`src/rtl/crop_frame_sequencer.sv`:
```
// Per-frame sequencer ahead of the crop + CNN pipeline: takes one clamped crop request,
// streams its coordinates, gates one frame of pixels and waits for ap_done.
// Optional watchdog in WAIT_DONE is enabled by defining CROP_SEQ_TIMEOUT_EN.
//
// state      | meaning
// IDLE       | waiting for a crop request (req_ready high)
// SEND_COORD | crop_Y1/crop_X1 beats outstanding, ap_start high
// STREAM     | pixel gate open until one full frame has passed
// WAIT_DONE  | frame delivered, waiting for ap_done (or latched early done)
// FRAME_DONE | one-cycle completion pulse, frame counter bump
module crop_frame_sequencer #(
    parameter int PIXEL_BIT_WIDTH  = 12,
    parameter int IN_ROWS          = 40,
    parameter int IN_COLS          = 40,
    parameter int OUT_ROWS         = 20,
    parameter int OUT_COLS         = 20,
    parameter int IMG_ROW_BITWIDTH = 10,
    parameter int IMG_COL_BITWIDTH = 10,
    parameter int FRAME_CNT_WIDTH  = 16,
    parameter int TIMEOUT_CYCLES   = 65535
) (
    input  logic                        ap_clk,
    input  logic                        ap_rst_n,
    input  logic                        req_valid,
    output logic                        req_ready,
    input  logic [IMG_ROW_BITWIDTH-1:0] req_y1,
    input  logic [IMG_COL_BITWIDTH-1:0] req_x1,
    output logic [IMG_ROW_BITWIDTH-1:0] crop_Y1_TDATA,
    output logic                        crop_Y1_TVALID,
    input  logic                        crop_Y1_TREADY,
    output logic [IMG_COL_BITWIDTH-1:0] crop_X1_TDATA,
    output logic                        crop_X1_TVALID,
    input  logic                        crop_X1_TREADY,
    input  logic [PIXEL_BIT_WIDTH-1:0]  src_TDATA,
    input  logic                        src_TVALID,
    output logic                        src_TREADY,
    output logic [PIXEL_BIT_WIDTH-1:0]  img_input_TDATA,
    output logic                        img_input_TVALID,
    input  logic                        img_input_TREADY,
    output logic                        ap_start,
    input  logic                        ap_done,
    output logic                        busy,
    output logic                        frame_done,
    output logic [FRAME_CNT_WIDTH-1:0]  frame_count,
    output logic                        clamp_flag,
    output logic                        timeout_err
);

    localparam int NPIX  = IN_ROWS * IN_COLS;
    localparam int PIX_W = $clog2(NPIX);
    localparam logic [PIX_W-1:0] PIX_LAST = PIX_W'(NPIX - 1);
    localparam logic [IMG_ROW_BITWIDTH-1:0] Y1_MAX = IMG_ROW_BITWIDTH'(IN_ROWS - OUT_ROWS);
    localparam logic [IMG_COL_BITWIDTH-1:0] X1_MAX = IMG_COL_BITWIDTH'(IN_COLS - OUT_COLS);

    localparam logic [2:0] S_IDLE       = 3'd0;
    localparam logic [2:0] S_SEND_COORD = 3'd1;
    localparam logic [2:0] S_STREAM     = 3'd2;
    localparam logic [2:0] S_WAIT_DONE  = 3'd3;
    localparam logic [2:0] S_FRAME_DONE = 3'd4;

    logic [2:0]                  state_q, state_d;
    logic [IMG_ROW_BITWIDTH-1:0] y1_q, y1_d;
    logic [IMG_COL_BITWIDTH-1:0] x1_q, x1_d;
    logic                        y_vld_q, y_vld_d;
    logic                        x_vld_q, x_vld_d;
    logic                        ap_start_q, ap_start_d;
    logic                        clamp_q, clamp_d;
    logic                        done_seen_q, done_seen_d;
    logic [PIX_W-1:0]            pix_cnt_q, pix_cnt_d;
    logic [FRAME_CNT_WIDTH-1:0]  frame_cnt_q, frame_cnt_d;
    logic                        gate;
    logic                        pix_hs;

`ifdef CROP_SEQ_TIMEOUT_EN
    localparam int TMR_W = (TIMEOUT_CYCLES > 1) ? $clog2(TIMEOUT_CYCLES) : 1;
    localparam logic [TMR_W-1:0] TMR_LOAD = TMR_W'(TIMEOUT_CYCLES - 1);
    logic [TMR_W-1:0] tmr_q, tmr_d;
    logic             timeout_q, timeout_d;
    assign timeout_err = timeout_q;
`else
    assign timeout_err = 1'b0;
`endif

    assign gate             = (state_q == S_STREAM);
    assign img_input_TVALID = src_TVALID & gate;
    assign src_TREADY       = img_input_TREADY & gate;
    assign img_input_TDATA  = src_TDATA;
    assign pix_hs           = img_input_TVALID & img_input_TREADY;

    assign req_ready      = (state_q == S_IDLE);
    assign busy           = (state_q != S_IDLE);
    assign frame_done     = (state_q == S_FRAME_DONE);
    assign crop_Y1_TDATA  = y1_q;
    assign crop_X1_TDATA  = x1_q;
    assign crop_Y1_TVALID = y_vld_q;
    assign crop_X1_TVALID = x_vld_q;
    assign ap_start       = ap_start_q;
    assign frame_count    = frame_cnt_q;
    assign clamp_flag     = clamp_q;

    always_comb begin
        state_d     = state_q;
        y1_d        = y1_q;
        x1_d        = x1_q;
        y_vld_d     = y_vld_q;
        x_vld_d     = x_vld_q;
        ap_start_d  = ap_start_q;
        clamp_d     = clamp_q;
        done_seen_d = done_seen_q;
        pix_cnt_d   = pix_cnt_q;
        frame_cnt_d = frame_cnt_q;
`ifdef CROP_SEQ_TIMEOUT_EN
        tmr_d       = tmr_q;
        timeout_d   = timeout_q;
`endif
        case (state_q)
            S_IDLE: begin
                if (req_valid) begin
                    y1_d        = (req_y1 > Y1_MAX) ? Y1_MAX : req_y1;
                    x1_d        = (req_x1 > X1_MAX) ? X1_MAX : req_x1;
                    clamp_d     = (req_y1 > Y1_MAX) | (req_x1 > X1_MAX);
                    y_vld_d     = 1'b1;
                    x_vld_d     = 1'b1;
                    ap_start_d  = 1'b1;
                    done_seen_d = 1'b0;
                    pix_cnt_d   = '0;
                    state_d     = S_SEND_COORD;
                end
            end
            S_SEND_COORD: begin
                if (crop_Y1_TREADY) y_vld_d = 1'b0;
                if (crop_X1_TREADY) x_vld_d = 1'b0;
                // Both beats done (earlier or on this edge) releases the pixel gate next cycle.
                if ((!y_vld_q || crop_Y1_TREADY) && (!x_vld_q || crop_X1_TREADY))
                    state_d = S_STREAM;
                if (ap_done) done_seen_d = 1'b1;
            end
            S_STREAM: begin
                if (pix_hs) begin
                    if (pix_cnt_q == PIX_LAST) begin
                        pix_cnt_d = '0;
                        state_d   = S_WAIT_DONE;
`ifdef CROP_SEQ_TIMEOUT_EN
                        tmr_d     = TMR_LOAD;
`endif
                    end else begin
                        pix_cnt_d = pix_cnt_q + 1'b1;
                    end
                end
                if (ap_done) done_seen_d = 1'b1;
            end
            S_WAIT_DONE: begin
                if (ap_done || done_seen_q) begin
                    ap_start_d = 1'b0;
                    state_d    = S_FRAME_DONE;
                end
`ifdef CROP_SEQ_TIMEOUT_EN
                else if (tmr_q == '0) begin
                    timeout_d  = 1'b1;
                    ap_start_d = 1'b0;
                    state_d    = S_IDLE;
                end else begin
                    tmr_d = tmr_q - 1'b1;
                end
`endif
            end
            S_FRAME_DONE: begin
                frame_cnt_d = frame_cnt_q + 1'b1;
                done_seen_d = 1'b0;
                state_d     = S_IDLE;
            end
            default: state_d = S_IDLE;
        endcase
    end

    always_ff @(posedge ap_clk) begin
        if (!ap_rst_n) begin
            state_q     <= S_IDLE;
            y1_q        <= '0;
            x1_q        <= '0;
            y_vld_q     <= 1'b0;
            x_vld_q     <= 1'b0;
            ap_start_q  <= 1'b0;
            clamp_q     <= 1'b0;
            done_seen_q <= 1'b0;
            pix_cnt_q   <= '0;
            frame_cnt_q <= '0;
`ifdef CROP_SEQ_TIMEOUT_EN
            tmr_q       <= '0;
            timeout_q   <= 1'b0;
`endif
        end else begin
            state_q     <= state_d;
            y1_q        <= y1_d;
            x1_q        <= x1_d;
            y_vld_q     <= y_vld_d;
            x_vld_q     <= x_vld_d;
            ap_start_q  <= ap_start_d;
            clamp_q     <= clamp_d;
            done_seen_q <= done_seen_d;
            pix_cnt_q   <= pix_cnt_d;
            frame_cnt_q <= frame_cnt_d;
`ifdef CROP_SEQ_TIMEOUT_EN
            tmr_q       <= tmr_d;
            timeout_q   <= timeout_d;
`endif
        end
    end

endmodule

```
`config.mk`:
```
export PLATFORM = sky130hd
export DESIGN_NAME = crop_frame_sequencer
export DESIGN_NICKNAME = d
export VERILOG_FILES = /design/src/rtl/crop_frame_sequencer.sv
export SDC_FILE = /design/constraint.sdc
export NUM_CORES = 1
export LEC_CHECK = 0
export ABC_AREA = 0
export ABC_CLOCK_PERIOD_IN_PS = 4000
export CAP_MARGIN = 20
export CORE_ASPECT_RATIO = 0.8
export CORE_MARGIN = 2
export CORE_UTILIZATION = 47
export DETAILED_ROUTE_END_ITERATION = 10
export PLACE_DENSITY = 0.85
export SYNTH_ARGS = -nofsm -noshare
export SYNTH_HDL_FRONTEND = slang
export SYNTH_SLANG_ARGS = --single-unit
```
`constraint.sdc`:
```
create_clock -name ap_clk -period 4 [get_ports ap_clk]
set_input_delay 1 -clock ap_clk [delete_from_list [all_inputs] [get_ports ap_clk]]
set_output_delay 1 -clock ap_clk [all_outputs]
set_load 0.01 [all_outputs]
```
### Yosys cells after proc, flatten, opt, wreduce, memory -nomap -nowiden

Index checks and enable logic that the tools add are counted.

* mux-type cells: 22
* add/sub/neg operators: 2
* bitwise gates (word level): 4
* reductions and logical operators: 20
* magnitude comparators: 2
* equality and inequality tests: 13

Operator list (count)
* 11-bit two-way mux: 3
* 11-bit case mux with 2 select lines: 1
* 10-bit by 5-bit > comparator with 1-bit output, second input constant: 2
* 10-bit two-way mux: 2
* 16-bit by 1-bit adder with 16-bit output, second input constant: 1
* 3-bit two-way mux: 5
* 3-bit AND reduction: 5
* 3-bit case mux with 4 select lines: 1
* 11-bit by 1-bit adder with 11-bit output, second input constant: 1
* 11-bit == test, second input constant: 1
* 2-bit != test, second input constant: 5
* 3-bit by 2-bit == test with 1-bit output, second input constant: 2
* 1-bit two-way mux: 6
* 2-bit by 1-bit != test with 1-bit output, second input constant: 3
* 1-bit case mux with 2 select lines: 3
* 2-bit nonzero test: 3
* 3-bit nonzero test: 2
* 5-bit AND reduction: 1
* 1-bit bitwise AND: 3
* 3-bit by 1-bit == test with 1-bit output, second input constant: 1
* 3-bit == test, second input constant: 1
* 3-bit zero test: 1
* 1-bit logical OR: 3
* 1-bit case mux with 3 select lines: 1
* other kinds (5): 6

* output and inout port bits: 58
* input bits: 40
* logic and storage cells: 73
* register bits: 55

### Longest topological paths before layout

* depth after elaboration: 5
* gate-level depth with buffers: 6

### Least setup slack after synthesis

OpenSTA, ideal clock, no wires.

* path kind: input-to-reg
* start point: in req_valid
* end point: reg x1_q[2] (netlist: crop_X1_TDATA[2])
* buffers on the path: 1
* setup time: 0.119 ns
* path slack: 1.807 ns
* arrival time: 2.074 ns
* stages on the path: 5
* path through: or4b_1 > buf_2 > nor3_2 > nand2_1 > o221a_1

* word-level cells in the longest chain between the ends: 1

RTL lines
* from (decl): RTL line 24 `input logic req_valid,`
* 2-bit AND reduction (no line)
* to (signal assigned): RTL line 180 `x1_q <= '0;`
* to (signal assigned): RTL line 195 `x1_q <= x1_d;`
* to (decl): RTL line 63 `logic [IMG_COL_BITWIDTH-1:0] x1_q, x1_d;`

No other way between the ends.
A chain may end at the register's enable or synchronous reset.

### Worst setup path in the final report

* start point: in img_input_TREADY
* end point: out src_TREADY

* word-level cells in the longest chain between the ends: 1

RTL lines
* from (decl): RTL line 39 `input logic img_input_TREADY,`
* 1-bit bitwise AND: RTL line 86 `assign src_TREADY = img_input_TREADY & gate;`
* to (decl): RTL line 36 `output logic src_TREADY,`

No other way between the ends.

==> flow_metrics.py <==
metrics = {
    "cts": {
        "hold_buffers": 0,
        "post_cts_buffers": 0,
        "numCtsBuffers": 5,
        "root_buffer": "clkbuf_8",
        "cts_resized": 0,
        "cts_tree": "yes",
        "cts_buffer_depth": 2,
        "h-tree-depth": 2,
        "clock_latency_ns": 0.30,
        "path_clk_slew_ns": 0.10,
        "clkSinkCount": 55,
    },
    "timing": {
        "fin_skew_ns": 0.00726,
        "hold_viol_final": 0,
        "setup_viol": 0,
        "fin_crit_sh_pct": 80.3,
        "rsz0062_at_grt": "false",
        "tightest_slew_ns": 0.671,
        "layout_setup_ws_ns": 0.790,
        "period_minus_slack_ns": 3.21,
        "slew-limit-headroom_pct": 55.2,
        "tns_ns": 0,
        "fmax_mhz": 311,
        "drv_slew": 0,
    },
    "yosys": {
        "yosysUniqueCellTypes": 54,
        "synth.largest_area_cell": "dfxtp_1",
        "ys_top_cells_by_area": "dfxtp_1, and3_1, buf_4",
        "synth-seq-area-share_pct": 43.8,
        "synth.avg_cell_area_sq_um": 9.07,
        "syn-cell-area_sq_um": 2510,
        "synth-main-ff-cell": "dfxtp_1",
        "synth_edf_count": 0,
        "synth_async_sr_flop_share_pct": 0,
        "synth_seq_cells": 55,
        "synthCells": 277,
        "synth_warnings": 0,
        "synth_nets": 319,
        "synth_top_area_share_pct": 43.8,
    },
    "grt": {
        "overflow": 0,
        "grt_pass1_wl_um": 9510,
        "grt_antenna_before_repair": 0,
        "grt_util_all_layers_pct": 18.8,
        "grt_max_degree": 39,
        "grt_pass1_vias": 2109,
    },
    "detailed_routing": {
        "wl_per_cell_um": 13.7,
        "drt_iter0_markers": 120,
        "remaining_drc_errors": 7,
        "avgViaCountPerCell": 5.57,
        "ant_nets": 0,
        "vias": 2188,
        "wl_um": 5390,
        "dr.pass1.iters": 8,
    },
    "floorplanning": {
        "start_util_pct": 49.3,
        "die_w_um": 85.7,
        "core_sq_um": 5090,
        "io-pin-count": 98,
        "dieHeight_um": 69.4,
        "fp-row-count": 23,
        "die_area_sq_um": 5950,
    },
    "hold_path": {
        "hold_class": "register to register",
        "whs_path_depth": 2,
    },
    "cells_and_area": {
        "nets": 372,
        "final_cell_mix": "clkdlybuf4s50_1, dfxtp_1, nor2_1, and3_1, a21oi_1",
        "syn2layout_area_growth_pct": 29.5,
        "nFillCells": 445,
        "final_cells": 393,
        "postLayoutCellArea_sq_um": 3250,
        "drive_gt1_share_pct": 5.44,
        "final_common_cell": "clkdlybuf4s50_1",
        "diodes": 0,
    },
    "worst_setup_path": {
        "reg2reg_slack_ns": 1.82,
        "path_buf_inv": 2,
        "cp.depth": 3,
        "cp_slowest_cell": "clkdlybuf4s50_1",
        "critPathKind": "input pin to primary output",
        "cp.arrival_ns": 2.21,
        "path_cells": "clkdlybuf4s50_1 -> and3_1 -> clkdlybuf4s50_1",
        "end_kind": "primary output",
        "r2r_cells": 4,
        "cp_common_cell": "clkdlybuf4s50_1",
        "critical_path.max_stage_delay_ns": 0.53,
        "crit_path_start_kind": "input pin",
        "cp.required_ns": 3.00,
        "crit_fanout": 4,
        "critPathTopFamily": "buffers and inverters",
    },
    "pwr": {
        "p_leak_nw": 1.14,
        "powerDensity_nw_per_um2": 325,
        "ir_drop_mv": 0.192,
    },
    "placement": {
        "hpwlAfterDp_um": 3880,
        "io_buffers": 72,
        "dpl-instance-area_sq_um": 3150,
        "dp_worst_setup_slack_ns": 0.790,
        "dp_cells": 385,
        "gp_congestion": 0.791,
    },
    "outcome": {
        "violations": "DRC",
        "status": "finished, violations left",
    },
    "flow_run": {
        "maxCapViolCount": 0,
    },
}
==> registers in the layout, summed over array words and instances (netlist names), 3 cells and up <==
name,cells
pix_cnt_q,11
frame_count,16
state_q,3
crop_Y1_TDATA,10
crop_X1_TDATA,10
==> layout make-up <==
class | instances | area (sq um) | share of cell area (%)
Multi-Input combinational cell | 184 | 1200 | 37.0
Inverter | 11 | 41.3 | 1.27
Sequential cell | 55 | 1100 | 33.8
Clock inverter | 2 | 18.8 | 0.577
Clock buffer | 6 | 82.6 | 2.54
Tap cell | 62 | 77.6 | 2.38
Timing Repair Buffer | 73 | 728 | 22.4
==> kinds of logic (layout without fill, tap and decap cells) <==
group | Yosys count | after routing | synth area share [%]
simple gates | 106 | 106 | 24.6
compound gates | 59 | 59 | 16.6
flops | 55 | 55 | 43.8
buf+inv | 38 | 92 | 8.22
xor+xnor | 15 | 15 | 5.23
fa+ha+maj | 2 | 2 | 0.996
other cells | 1 | 1 | 0.149
mux | 1 | 1 | 0.399
==> worst register-to-register path, cell delays in order (launching register included) <==
cell and delay (ns):
dfxtp_1 0.50, or4b_1 0.88, nor3_2 0.37, nand2_1 0.09
o221a_1 0.24
==> cells in the mapped netlist, types with 3 or more instances <==
library cell / n
nor3_1: 12
a32oi_1: 3
dfxtp_1: 55
nand2_1: 11
a211oi_1: 6
xor2_1: 6
o31ai_1: 4
buf_4: 14
nand4_1: 5
nand3_1: 9
a2111oi_1: 3
buf_2: 3
or4_1: 6
o21ai_0: 12
nor2_1: 22
or3_1: 5
xnor2_1: 9
clkbuf_1: 7
and3_1: 17
inv_1: 11
a21oi_1: 16
==> stage by stage <==
stage	hold slack, ns	power [mW]	util [%]
CTS	0.471	1.07	63.9
global placement	0.439	0.740	61.9
detailed placement	0.456	0.743	61.9
finish	0.467	1.06	63.9
global route	0.495	1.11	63.9
floorplan	0.457	0.683	-
==> report_power, final <==
group	total, mW	internal (mW)	switching [mW]
Combinational	0.151	0.0744	0.0763
Sequential	0.580	0.562	0.0182
Clock	0.327	0.145	0.182
==> routing by layer <==
metal  up-vias  wire, um  GRT usage, %
li1       1100         -             -
met1      1030      2680          26.7
met2        56      2470          29.8
met3         2       247          3.93
met4         0         4          3.35
met5         -         0             0
==> path summary, 6_finish.rpt <==
kind,startpoint,end
worst min-delay path,crop_X1_TDATA[3],crop_X1_TDATA[3]
worst max-delay path,img_input_TREADY,src_TREADY
worst max register to register,state_q[1],crop_X1_TDATA[2]
worst min register to register,crop_X1_TDATA[3],crop_X1_TDATA[3]
(Power assumes the default switching activity.)
